$ cat src/rtl/keccak_pkg.sv
// Shared constants and FSM state encoding for the Keccak write-side block combiner.
package keccak_pkg;

    localparam int KECCAK_WORDS = 16;
    localparam int KECCAK_WW    = 32;
    localparam int KECCAK_BLK   = KECCAK_WORDS * KECCAK_WW;

    typedef enum logic [1:0] {
        ST_IDLE  = 2'd0,
        ST_FIRE  = 2'd1,
        ST_ACK   = 2'd2,
        ST_DRAIN = 2'd3
    } kc_state_e;

endpackage

$ cat src/rtl/keccak_combine.sv
// Assembles 32-bit custom-instruction writes into a 512-bit Keccak block and hands it off.
// Optional feature: define KECCAK_COMBINE_AUTOINC_EN for pointer-based auto-increment writes.
module keccak_combine
    import keccak_pkg::*;
#(
    parameter int WORDS = KECCAK_WORDS,
    parameter int WW    = KECCAK_WW
) (
    input  logic                  clk,
    input  logic                  reset,
    input  logic                  en,
    input  logic [5:0]            num,
    input  logic [WW-1:0]         in32,
    input  logic                  clr,
    input  logic                  go,
    input  logic                  core_busy,
    output logic [WORDS*WW-1:0]   out512,
    output logic [WORDS-1:0]      mask,
    output logic                  full,
    output logic                  start,
    output logic                  ready,
    output logic                  ovf
);

    localparam int IW = $clog2(WORDS);

    kc_state_e         state_q, state_d;
    logic [WW-1:0]     word_q [WORDS];
    logic [WW-1:0]     word_d [WORDS];
    logic [WORDS-1:0]  mask_q, mask_d;
    logic              full_q, full_d;
    logic              start_q, start_d;
    logic              ready_q, ready_d;
    logic              ovf_q, ovf_d;

    logic              idle;
    logic              clr_fire;
    logic              wr_fire;
    logic              drain_done;
    logic [IW-1:0]     wr_idx;
    logic [WORDS-1:0]  wr_en;
    logic              num_unused;

    assign idle       = (state_q == ST_IDLE);
    assign clr_fire   = idle && clr;
    assign wr_fire    = idle && en && !clr;
    assign drain_done = (state_q == ST_DRAIN) && !core_busy;

`ifdef KECCAK_COMBINE_AUTOINC_EN
    logic [IW-1:0] ptr_q, ptr_d;

    assign wr_idx     = num[4] ? ptr_q : num[3:0];
    assign num_unused = num[5];

    // Pointer wraps naturally at the index width (15 -> 0).
    always_comb begin
        ptr_d = ptr_q;
        if (clr_fire || drain_done) begin
            ptr_d = '0;
        end else if (wr_fire && num[4]) begin
            ptr_d = ptr_q + 1'b1;
        end
    end

    always_ff @(posedge clk or posedge reset) begin
        if (reset) begin
            ptr_q <= '0;
        end else begin
            ptr_q <= ptr_d;
        end
    end
`else
    assign wr_idx     = num[3:0];
    assign num_unused = ^num[5:4];
`endif

    // One-hot word write enable, one decoder output per word.
    generate
        for (genvar gi = 0; gi < WORDS; gi++) begin : g_word
            assign wr_en[gi] = wr_fire && (wr_idx == IW'(gi));
            assign out512[gi*WW +: WW] = word_q[gi];
        end
    endgenerate

    always_comb begin
        state_d = state_q;
        case (state_q)
            ST_IDLE:  if (go && !clr)  state_d = ST_FIRE;
            ST_FIRE:                   state_d = ST_ACK;
            ST_ACK:   if (core_busy)   state_d = ST_DRAIN;
            ST_DRAIN: if (!core_busy)  state_d = ST_IDLE;
            default:                   state_d = ST_IDLE;
        endcase
    end

    always_comb begin
        for (int i = 0; i < WORDS; i++) begin
            word_d[i] = word_q[i];
            if (clr_fire) begin
                word_d[i] = '0;
            end else if (wr_en[i]) begin
                word_d[i] = in32;
            end
        end

        mask_d = mask_q | wr_en;
        if (clr_fire || drain_done) begin
            mask_d = '0;
        end

        ovf_d = ovf_q;
        if (clr_fire) begin
            ovf_d = 1'b0;
        end else if (en && !idle) begin
            ovf_d = 1'b1;
        end

        // Outputs are registered from the next-state view so they align with the state.
        full_d  = &mask_d;
        start_d = idle && (state_d == ST_FIRE);
        ready_d = (state_d == ST_IDLE);
    end

    always_ff @(posedge clk or posedge reset) begin
        if (reset) begin
            state_q <= ST_IDLE;
            mask_q  <= '0;
            full_q  <= 1'b0;
            start_q <= 1'b0;
            ready_q <= 1'b1;
            ovf_q   <= 1'b0;
            for (int i = 0; i < WORDS; i++) begin
                word_q[i] <= '0;
            end
        end else begin
            state_q <= state_d;
            mask_q  <= mask_d;
            full_q  <= full_d;
            start_q <= start_d;
            ready_q <= ready_d;
            ovf_q   <= ovf_d;
            for (int i = 0; i < WORDS; i++) begin
                word_q[i] <= word_d[i];
            end
        end
    end

    assign mask  = mask_q;
    assign full  = full_q;
    assign start = start_q;
    assign ready = ready_q;
    assign ovf   = ovf_q;

endmodule

$ cat config.mk
export PLATFORM = sky130hd
export DESIGN_NAME = keccak_combine
export DESIGN_NICKNAME = d
export VERILOG_FILES = /design/src/rtl/keccak_pkg.sv /design/src/rtl/keccak_combine.sv
export SDC_FILE = /design/constraint.sdc
export NUM_CORES = 1
export LEC_CHECK = 0
export BUFFER_PORTS_ARGS = -buffer_cell sky130_fd_sc_hd__buf_2
export CORE_UTILIZATION = 35
export CTS_CLUSTER_DIAMETER = 60
export DETAILED_ROUTE_END_ITERATION = 10
export PLACE_DENSITY = 0.58
export SKIP_CTS_REPAIR_TIMING = 1
export SLEW_MARGIN = 20
export SYNTH_ARGS = -nofsm -noshare
export SYNTH_HDL_FRONTEND = slang
export SYNTH_SLANG_ARGS = --single-unit
$ cat constraint.sdc
create_clock -name clk -period 25.7 [get_ports clk]
set_input_delay 2.57 -clock clk [delete_from_list [all_inputs] [get_ports clk]]
set_output_delay 2.57 -clock clk [all_outputs]
set_load 0.05 [all_outputs]
## Word level (Yosys, flattened, before mapping)

Index checks and enable logic that the tools add are counted.

- Bits in registers: 534
- Latch bits: 0
- Memory bits (writable): 0
- Memory bits (read-only): 0
- Input port bits: 44
- Logic and storage cells: 129
- Memories: 0

- Add/sub/neg operators: 0
- Multipliers: 0
- Divide/modulo/power cells: 0
- Magnitude comparators: 0
- Equality and inequality tests: 19
- Shift-type cells: 0
- Multiplexer cells: 39
- Bitwise gates (word level): 1
- Reduce and logical (&&, ||, !) cells: 48

Operators with widths:

| kind | count |
|---|---|
| $mux 32 | 32 |
| $reduce_bool 2->1 | 17 |
| $eq 4x4->1 const B | 8 |
| $logic_and 1x1->1 | 23 |
| $eq 4x3->1 const B | 4 |
| $mux 16 | 1 |
| $or 16x16->16 | 1 |
| $reduce_and 16->1 | 1 |
| $eq 4x2->1 const B | 2 |
| $pmux 2 s4 | 1 |
| $mux 2 | 3 |
| $eq 2x1->1 const B | 2 |
| $eq 2x2->1 const B | 2 |
| $eq 4x1->1 const B | 1 |
| $logic_not 2->1 | 2 |
| $logic_not 4->1 | 1 |
| $logic_not 1->1 | 3 |
| $mux 1 | 2 |
| $logic_or 1x1->1 | 1 |

## Logic depth before layout (Yosys ltp)

Gate-level depths: netlist of the first run.

- Depth in word-level cells: 7
- Depth in mapped cells: 9

## Worst setup path after synthesis of the first run

Ideal clock, no wire load.

- Kind: input to register
- From: in clr
- To: reg full_q (netlist: full)
- Setup time: 96 ps
- Arrival: 4420 ps
- Slack: 21184 ps
- Stages on the path: 7
- Cell sequence: or4b_1 clkbuf_1 buf_6 nor4_4 a21oi_1 or4b_1 nor4_2

- Cells in the longest elaborated chain, start to end: 6
- Elaborated cells on any way between the ends: 23
- Those cells by class: mux (1); bitwise (1); reduce/logical (21)

Ends and longest elaborated chain:

| item | line | RTL |
|---|---|---|
| start, declared | keccak_combine.sv:14 | `input logic clr,` |
| $logic_not 1->1 | keccak_combine.sv:46 | `assign wr_fire = idle && en && !clr;` |
| $logic_and 1x1->1 | keccak_combine.sv:46 |  |
| $logic_and 1x1->1 | keccak_combine.sv:80 | `assign wr_en[gi] = wr_fire && (wr_idx == IW'(gi));` |
| $or 16x16->16 | keccak_combine.sv:106 | `mask_d = mask_q \| wr_en;` |
| $mux 16 * | keccak_combine.sv:107 | `if (clr_fire \|\| drain_done) begin` |
| $reduce_and 16->1 * | keccak_combine.sv:119 | `full_d = &mask_d;` |
| named net full_d | keccak_combine.sv:31 | `logic full_q, full_d;` |
| end signal, assigned | keccak_combine.sv:138 | `full_q <= full_d;` |
| end, declared | keccak_combine.sv:31 |  |

The timed path passes the listed nets; every way through them passes the cells marked *.
A chain may end at the register's enable or synchronous reset.

==> impl_metrics.tcl, run 1 <==
set metrics [dict create \
    top_usage_layer "met2" \
    required_ns 26.29 \
    first_pass_iters 5 \
    instances_no_fill 3669 \
    vias 19056 \
    grt-ovfl-total 0 \
    grt_use_met1_pct 32.4 \
    nNetsFinal 2882 \
    crit_arrival_ns 5.77 \
    io_buffers 573 \
    cts_max_level 2 \
    clock_sinks 534 \
    finClkSkew_ns 0.0185 \
    async_flop_share_pct 100 \
    p_int_uw 1500 \
    grt_pass1_wl_mm 120 \
    drive_above_1_share_pct 25.3 \
    coreArea_mm2 0.0602 \
    cts-buffers-inserted 60 \
    dp.cells 3558 \
    r2r_slack_ns 22.65 \
    path_cells "buf_2, inv_8, buf_4, buf_4, buf_12" \
    ys_top_cells_by_area "dfrtp_1 (63%), nand2_1 (18%), a21oi_1 (12%), clkbuf_1 (3.7%), o21a_1 (0.49%)" \
    ys_seq_area_share_pct 62.6 \
    tightestPinTransition_ns 1.13 \
    grt_pass1_vias 18378 \
    fmax_mhz 193 \
    start_kind "input port" \
    dieHeight_um 249 \
    min_path_cells 2 \
    hold_viol 0 \
    switchingPower_uw 741 \
    grt_max_degree 223 \
    path_clk_slew_ns 0.06 \
    slowest_delay_ns 0.87 \
    p_seq_share_pct 41.3 \
    viasPerCell 5.19 \
    synth_edf_count 0 \
    dieArea_mm2 0.0619 \
    setup_viol_count_final 0 \
    cts_tree "yes" \
    wl_per_cell_um 22.2 \
    drtIter0Drc 1739 \
    hpwl_mm 53.1 \
    antenna_found_initial 5 \
    cp_slowest_cell "buf_4" \
    avgSynthCellArea_um2 8.91 \
    syn_to_final_growth_pct 25.5 \
    grt_use_met2_pct 41.7 \
    hold_class "reg -> reg" \
    yosysUniqueCellTypes 32 \
    std_cell_rows 90 \
    netlist_instances 2394 \
    p_per_area_mw_per_mm2 83.8 \
    path_delay_family "buffers and inverters" \
    drc_errors 0 \
    r2r_end "full" \
    routed_wl_mm 81.5 \
    hold_start "out512[20]" \
    min_period_ns 5.18 \
    hold_path_end "out512[20]" \
    yosys.area.top_type "dfrtp_1" \
    pwr-share-clk_pct 39.3 \
    period_share_pct 20.2 \
    ys_ff_latch 534 \
    maxCapViolCount 0 \
    syn_nets 2438 \
    ant_nets 0 \
    r2r_cells 7 \
    reg2reg_from "state_q[1]" \
    clockBufferDepth 3 \
    status "finished clean" \
    start_util_pct 35.4 \
    drv_slew 0 \
    grt_usage_pct 25.7 \
    insertion_delay_ns 0.60 \
    fin_setup_tns_ns 0 \
    synth_top_area_share_pct 62.5 \
    cpMostUsedCell "buf_4" \
    syn-cell-area_mm2 0.0213 \
    crit_buf_inv 5 \
    rsz0062_at_grt "no" \
    path_class "in -> async" \
    yosysWarnings 0 \
    combPwrFrac_pct 19.4 \
    leakagePower_uw 0.0135 \
    place_congestion 0.787 \
    switching_share_pct 33.0 \
    use_met3_pct 6.09 \
    root_buffer "clkbuf_16" \
    ys.flop_type "dfrtp_1" \
    crit_path_end_kind "asynchronous set/reset pin" \
    io_pins 576 \
    relSlewSlack_pct 24.8 \
    crit_fanout 153 \
    irDropWorstVdd_v 0.0000480 \
    die_x_um 249 \
]
-- registers in the layout, indices dropped and copies added (netlist names) --
register	flops
full	1
mask	16
out512	512
ovf	1
ready	1
start	1
state_q	2
-- layout by cell type (no fill, tap or decap), types with 7 or more instances in the layout --
cell type     n
o21a_1       14
clkbuf_8     20
dfrtp_1     533
a21oi_1     519
clkbuf_16    61
buf_4        34
buf_2       573
nand2_1    1036
nor4_4        7
clkbuf_1     13
nor2_1       10
-- logic make-up after synthesis --
kind of cell | share of synthesized area [%]
AO/OA/AOI/OAI | 12.8
multiplexers | 0.0938
buffers and inverters | 4.16
AND/OR/NAND/NOR | 20.3
flip-flops | 62.6
-- routing by layer --
layer	vias to the layer above	share of wire, %	routed length [µm]
met3	209	7.8	6350
met2	857	48	38700
met1	9436	40	32300
met4	0	5.0	4100
li1	8554	-	-
met5	-	0	0
-- layout make-up --
| class | count | area, µm² |
|---|---|---|
| fillers | 5832 | 33500 |
| flip-flops and latches | 534 | 13400 |
| multi-input cells | 1630 | 7180 |
| repair buffers | 610 | 3170 |
| clock buffers | 94 | 1850 |
| well taps | 782 | 978 |
| clock inverters | 14 | 194 |
| inverters | 2 | 15.0 |
| diodes | 3 | 7.51 |
-- cell usage after synthesis (all sizes together), types with 4 or more instances --
master / instances
a21oi: 519
buf: 18
clkbuf: 210
dfrtp: 533
nand2: 1038
nand2b: 4
nand3: 5
nor2: 11
nor3: 10
nor4: 10
o21a: 14
-- power by group through the flow --
stage	sequential (µW)	combinational [µW]	clock, µW
3_5_place_dp	940	436	0
2_1_floorplan	1130	128	0
3_3_place_gp	937	432	0
4_1_cts	926	436	897
5_1_grt	932	457	930
6_report	926	435	881
-- metrics by stage --
stage	setup slack (ns)	hold WS (ns)	utilization (%)	instance area, µm²	power, µW
final	20.52	0.514	44.4	26800	2240
after global routing	20.06	0.531	44.4	26800	2320
after floorplan	8.21	0.477	-	21300	1250
after CTS	20.47	0.516	44.4	26800	2260
after global placement	19.91	0.504	41.0	24700	1370
after detailed placement	19.83	0.508	41.0	24700	1380
-- how the worst max path moves through the flow --
| stage | cells past startpoint | slack [ns] | startpoint | to |
|---|---|---|---|---|
| after CTS | 5 | 20.47 | reset | out512[484] |
| after global routing | 5 | 20.06 | reset | out512[452] |
| after global placement | 5 | 19.91 | reset | out512[450] |
| after floorplan | 1 | 8.21 | reset | full |
| after detailed placement | 5 | 19.83 | reset | out512[452] |
| final | 5 | 20.52 | reset | out512[452] |
-- worst register-to-register path: stages, from the launching register on --
cell     delay, ns
dfrtp_1       0.43
or4b_1        0.55
buf_4         0.28
nor4_4        0.26
buf_4         0.51
a21oi_1       0.19
or4b_1        0.55
nor4_2        0.17
(Power assumes the default switching activity.)
==> run 2: changes to the inputs <==
--- a/config.mk
+++ b/config.mk
@@ -5,11 +5,12 @@
 export SDC_FILE = /design/constraint.sdc
 export NUM_CORES = 1
 export LEC_CHECK = 0
+export ABC_AREA = 1
 export BUFFER_PORTS_ARGS = -buffer_cell sky130_fd_sc_hd__buf_2
 export CORE_UTILIZATION = 35
 export CTS_CLUSTER_DIAMETER = 60
 export DETAILED_ROUTE_END_ITERATION = 10
-export PLACE_DENSITY = 0.58
+export PLACE_DENSITY = 0.61
 export SKIP_CTS_REPAIR_TIMING = 1
 export SLEW_MARGIN = 20
 export SYNTH_ARGS = -nofsm -noshare
==> constraint.sdc (replaced) <==
create_clock -name clk -period 4.3 [get_ports clk]
set_input_delay 0.43 -clock clk [delete_from_list [all_inputs] [get_ports clk]]
set_output_delay 0.43 -clock clk [all_outputs]
set_load 0.05 [all_outputs]
==> impl_metrics.tcl, run 2 <==
set metrics [dict create \
    path_cells "inv_1, nand2_2, nor2_2, buf_4, nand2_4, nand2_1, clkinv_2, o21ai_0" \
    grt-ovfl-total 0 \
    insertion_delay_ns 0.60 \
    slowest_delay_ns 0.70 \
    instances_no_fill 3199 \
    drv_slew 0 \
    min_period_ns 3.09 \
    io_buffers 573 \
    netlist_instances 1878 \
    multiInputGateArea_mm2 0.00531 \
    final_common_cell "nand2_1" \
    yosysWarnings 0 \
    dieHeight_um 239 \
    viasPerCell 4.88 \
    hold_viol 0 \
    place_congestion 0.842 \
    largest_reg_flops 512 \
    holdWs_ns 0.124 \
    cts_max_level 2 \
    antenna_found_initial 0 \
    synth_common_cells "nand2_1 (589), dfrtp_1 (533), o21ai_0 (369)" \
    nNetsFinal 2449 \
    r2r_cells 8 \
    path_class "reg -> reg" \
    reg2reg_from "state_q[1]" \
    root_buffer "clkbuf_16" \
    path_delay_family "buffers and inverters" \
    path_clk_slew_ns 0.06 \
    hold_path_end "start" \
    io_pins 576 \
    start_kind "flop" \
    ff_latch_area_mm2 0.0134 \
    syn_to_final_growth_pct 25.6 \
    hold_start "go" \
    yosysMostFrequentCell "nand2_1" \
    ys.flop_type "dfrtp_1" \
    die_x_um 239 \
    required_ns 4.78 \
    dieArea_mm2 0.0573 \
    crit_path_end_kind "flop" \
    grt_max_degree 99 \
    status "finished clean" \
    ant_nets 0 \
    hold_class "in -> reg" \
    vias 15619 \
    grt_pass1_vias 15117 \
    clock_sinks 534 \
    fin_setup_tns_ns 0 \
    grt_pass1_wl_mm 94.4 \
    fmax_mhz 324 \
    crit_path_start "state_q[1]" \
    coreArea_mm2 0.0554 \
    drive_above_1_share_pct 30.7 \
    cts-buffers-inserted 57 \
    setup_viol_count_final 0 \
    min_path_cells 3 \
    pre_cts_slack_ns 1.47 \
    grt_usage_pct 21.7 \
    drtIter0Drc 1030 \
    synth_top_area_share_pct 67.6 \
    hpwl_mm 43.2 \
    avgSynthCellArea_um2 10.5 \
    async_flop_share_pct 100 \
    cts_tree "yes" \
    crit_fanout 64 \
    cp_slowest_cell "nor2_2" \
    maxCapViolCount 0 \
    syn_nets 1922 \
    final_cell_mix "nand2_1 (589), buf_2 (573), dfrtp_1 (533), o21ai_0 (369), o21ai_1 (121)" \
    rsz0062_at_grt "no" \
    r2r_slack_ns 1.21 \
    crit_arrival_ns 3.57 \
    wl_per_cell_um 19.7 \
    first_pass_iters 5 \
    start_util_pct 35.6 \
    routed_wl_mm 63.0 \
    ys_seq_area_share_pct 67.7 \
    dp.cells 3092 \
    yosys.area.top_type "dfrtp_1" \
    period_share_pct 71.9 \
    ys_top_cells_by_area "dfrtp_1 (68%), nand2_1 (11%), o21ai_0 (9.4%), o21ai_1 (3.1%), buf_6 (1.9%)" \
    clockBufferDepth 3 \
    crit_buf_inv 3 \
    ys_ff_latch 534 \
    drc_errors 0 \
    finClkSkew_ns 0.0226 \
    std_cell_rows 86 \
    r2r_end "out512[355]" \
    fillers 5302 \
    synth_edf_count 0 \
    worst_slack_ns 1.21 \
    tightestPinTransition_ns 1.08 \
    relSlewSlack_pct 28.3 \
    yosysUniqueCellTypes 25 \
    syn-cell-area_mm2 0.0197 \
]
-- run 2: changes by cell type after synthesis, moves of 20 or more --
cell and delta:
nand2_1 -449, clkbuf_1 -192, buf_6 +32, inv_1 +26
buf_2 +20, o21ai_0 +369, clkbuf_2 +34, o21ai_2 +23
o21ai_1 +121, a21oi_1 -502
-- run 2: routing by layer --
| metal | vias up | share of wire (%) | wire length, µm | GRT usage [%] |
|---|---|---|---|---|
| met5 | - | 0 | 0 | 0 |
| met4 | 0 | 3.5 | 2200 | 7.63 |
| met3 | 122 | 6.8 | 4280 | 4.66 |
| met2 | 601 | 49 | 31200 | 36.9 |
| met1 | 7709 | 40 | 25400 | 27.2 |
| li1 | 7187 | - | - | - |
-- run 2: worst max-delay path by stage --
stage	slack (ns)	cells after the start	to
after global routing	0.95	8	out512[371]
after CTS	1.63	9	out512[355]
after floorplan	-3.39	1	full
after detailed placement	1.47	10	out512[355]
final	1.21	8	out512[355]
after global placement	1.56	10	out512[361]
-- run 2: worst min-delay path, delay by kind of cell --
kind	cells	cell delay, ns
AND/OR/NAND/NOR	2	0.13
buffers and inverters	1	0.11
-- run 2: kinds of logic (layout without fill, tap and decap cells) --
logic type,Yosys count,count (layout),share of synthesized area [%]
flops,534,534,67.7
buf+inv,174,746,5.36
compound gates,538,538,14.5
other cells,0,1,0
simple gates,632,632,12.4
-- run 2: area by class of cell --
type	count	area share [%]
clock buffer	81	6.69
clock inverter	23	0.813
multi-input combinational	1170	21.4
tap	748	3.78
inverter	39	0.646
sequential	534	53.9
timing repair buffer	603	12.7
antenna	1	0.0101
-- run 2: per-stage QoR --
step / utilization, % / instance area [µm²]
2_1_floorplan: - / 19700
3_3_place_gp: 41.3 / 22900
3_5_place_dp: 41.3 / 22900
4_1_cts: 44.7 / 24700
5_1_grt: 44.7 / 24800
6_report: 44.7 / 24800
Power of run 2 is left out: the tool's default activity adds up to more than one toggle a clock period on the data nets, which glitch-free logic cannot reach.
==> run 3: changes to the inputs <==
--- a/config.mk
+++ b/config.mk
@@ -5,12 +5,12 @@
 export SDC_FILE = /design/constraint.sdc
 export NUM_CORES = 1
 export LEC_CHECK = 0
-export ABC_AREA = 1
+export ABC_AREA = 0
 export BUFFER_PORTS_ARGS = -buffer_cell sky130_fd_sc_hd__buf_2
 export CORE_UTILIZATION = 35
 export CTS_CLUSTER_DIAMETER = 60
 export DETAILED_ROUTE_END_ITERATION = 10
-export PLACE_DENSITY = 0.61
+export PLACE_DENSITY = 0.58
 export SKIP_CTS_REPAIR_TIMING = 1
 export SLEW_MARGIN = 20
 export SYNTH_ARGS = -nofsm -noshare
==> constraint.sdc (replaced) <==
create_clock -name clk -period 3.2 [get_ports clk]
set_input_delay 0.32 -clock clk [delete_from_list [all_inputs] [get_ports clk]]
set_output_delay 0.32 -clock clk [all_outputs]
set_load 0.05 [all_outputs]
==> impl_metrics.tcl, run 3 (synthesis gave the netlist of run 1 again) <==
set metrics [dict create \
    tightestPinTransition_ns 0.897 \
    grt_pass1_wl_mm 121 \
    routed_wl_mm 82.1 \
    drc_errors 0 \
    clock_sinks 534 \
    crit_arrival_ns 3.15 \
    io_buffers 573 \
    final_common_cell "nand2_1" \
    min_period_ns 2.70 \
    irDropWorstVdd_v 0.000471 \
    crit_path_start "state_q[1]" \
    start_kind "flop" \
    setup_viol_count_final 0 \
    final_cell_mix "nand2_1 (1035), buf_2 (573), dfrtp_1 (533), a21oi_1 (519), clkbuf_16 (61)" \
    hold_viol 0 \
    hpwl_mm 54.0 \
    finalPower_uw 18000 \
    syn_to_final_growth_pct 26.5 \
    grt_pass1_vias 18407 \
    grt-ovfl-total 0 \
    io_pins 576 \
    worst_slack_ns 0.499 \
    p_per_area_mw_per_mm2 667 \
    fmax_mhz 370 \
    wl_per_cell_um 22.2 \
    reg2reg_from "state_q[1]" \
    drv_slew 0 \
    crit_path_end_kind "flop" \
    cts_max_level 2 \
    relSlewSlack_pct 40.2 \
    maxCapViolCount 0 \
    crit_fanout 32 \
    grt_usage_pct 25.9 \
    postPlaceCellArea_mm2 0.0249 \
    grt_max_degree 241 \
    fin_setup_tns_ns 0 \
    insertion_delay_ns 0.60 \
    root_buffer "clkbuf_16" \
    hold_start "in32[23]" \
    dieArea_mm2 0.0619 \
    required_ns 3.65 \
    leakagePower_uw 0.0136 \
    fin_util_pct 44.8 \
    antenna_found_initial 7 \
    std_cell_rows 90 \
    period_share_pct 84.4 \
    coreArea_mm2 0.0602 \
    start_util_pct 35.4 \
    viasPerCell 5.19 \
    path_clk_slew_ns 0.06 \
    fin_area_mm2 0.0270 \
    largest_reg_flops 512 \
    pre_cts_slack_ns 0.488 \
    drtIter0Drc 1690 \
    path_class "reg -> reg" \
    die_x_um 249 \
    cts-buffers-inserted 59 \
    drive_above_1_share_pct 25.6 \
    finClkSkew_ns 0.0134 \
    status "finished clean" \
    hold_class "in -> reg" \
    nNetsFinal 2902 \
    first_pass_iters 7 \
    ant_nets 0 \
    vias 19170 \
    rsz0062_at_grt "no" \
    place_congestion 0.804 \
    dieHeight_um 249 \
    cts_tree "yes" \
    clockBufferDepth 3 \
]
[run 3: changes by cell type in the layout (fill, tap and decap cells not counted), moves of 14 or more]
cell,change
a21oi_1,+502
nand2_1,+446
o21ai_0,-369
o21ai_1,-121
inv_1,-26
o21ai_2,-23
buf_4,+19
o21a_1,+14
[run 3: worst paths after layout]
check                              endpoint  cells after the start  slack, ns
worst max-delay path            out512[180]                      6       0.50
worst min-delay path            out512[439]                      3       0.16
worst max register to register  out512[180]                      6       0.50
worst min register to register  out512[266]                      2       0.51
max in group asynchronous       out512[230]                      4       1.76
min in group asynchronous       out512[181]                      3       0.29
[run 3: cell type report]
type	count	area (µm²)
Antenna cell	6	15.0
Clock buffer	88	1740
Tap cell	782	978
Timing Repair Buffer	631	3440
Inverter	2	11.3
Sequential cell	534	13400
Fill cell	5802	33300
Clock inverter	21	270
Multi-Input combinational cell	1630	7180
[run 3: metal layers]
layer / vias to the layer above / part of all wire, % / GRT usage [%]
met5: - / 0 / 0
met4: 0 / 5.2 / 13.7
met3: 207 / 7.7 / 6.15
met2: 858 / 48 / 41.4
met1: 9508 / 40 / 32.5
li1: 8597 / - / -
[run 3: stage by stage]
stage,hold WS (ns),cells
5_1_grt,0.161,3693
6_report,0.164,3694
4_1_cts,-0.290,3682
3_5_place_dp,0.367,3573
2_1_floorplan,0.403,2394
3_3_place_gp,0.361,3573
[run 3: power by group]
part	leakage (µW)	internal, µW	total (µW)	switching (µW)
registers	0.00742	7190	7440	248
clock network	0.000978	4160	7000	2830
logic	0.00517	641	3560	2920
[run 3: worst max-delay path, cell delays in order (launching register included)]
cell     delay, ns
dfrtp_1       0.43
or4b_1        0.53
buf_4         0.28
nor2_1        0.34
nand2_2       0.59
nand2_1       0.25
a21oi_1       0.09
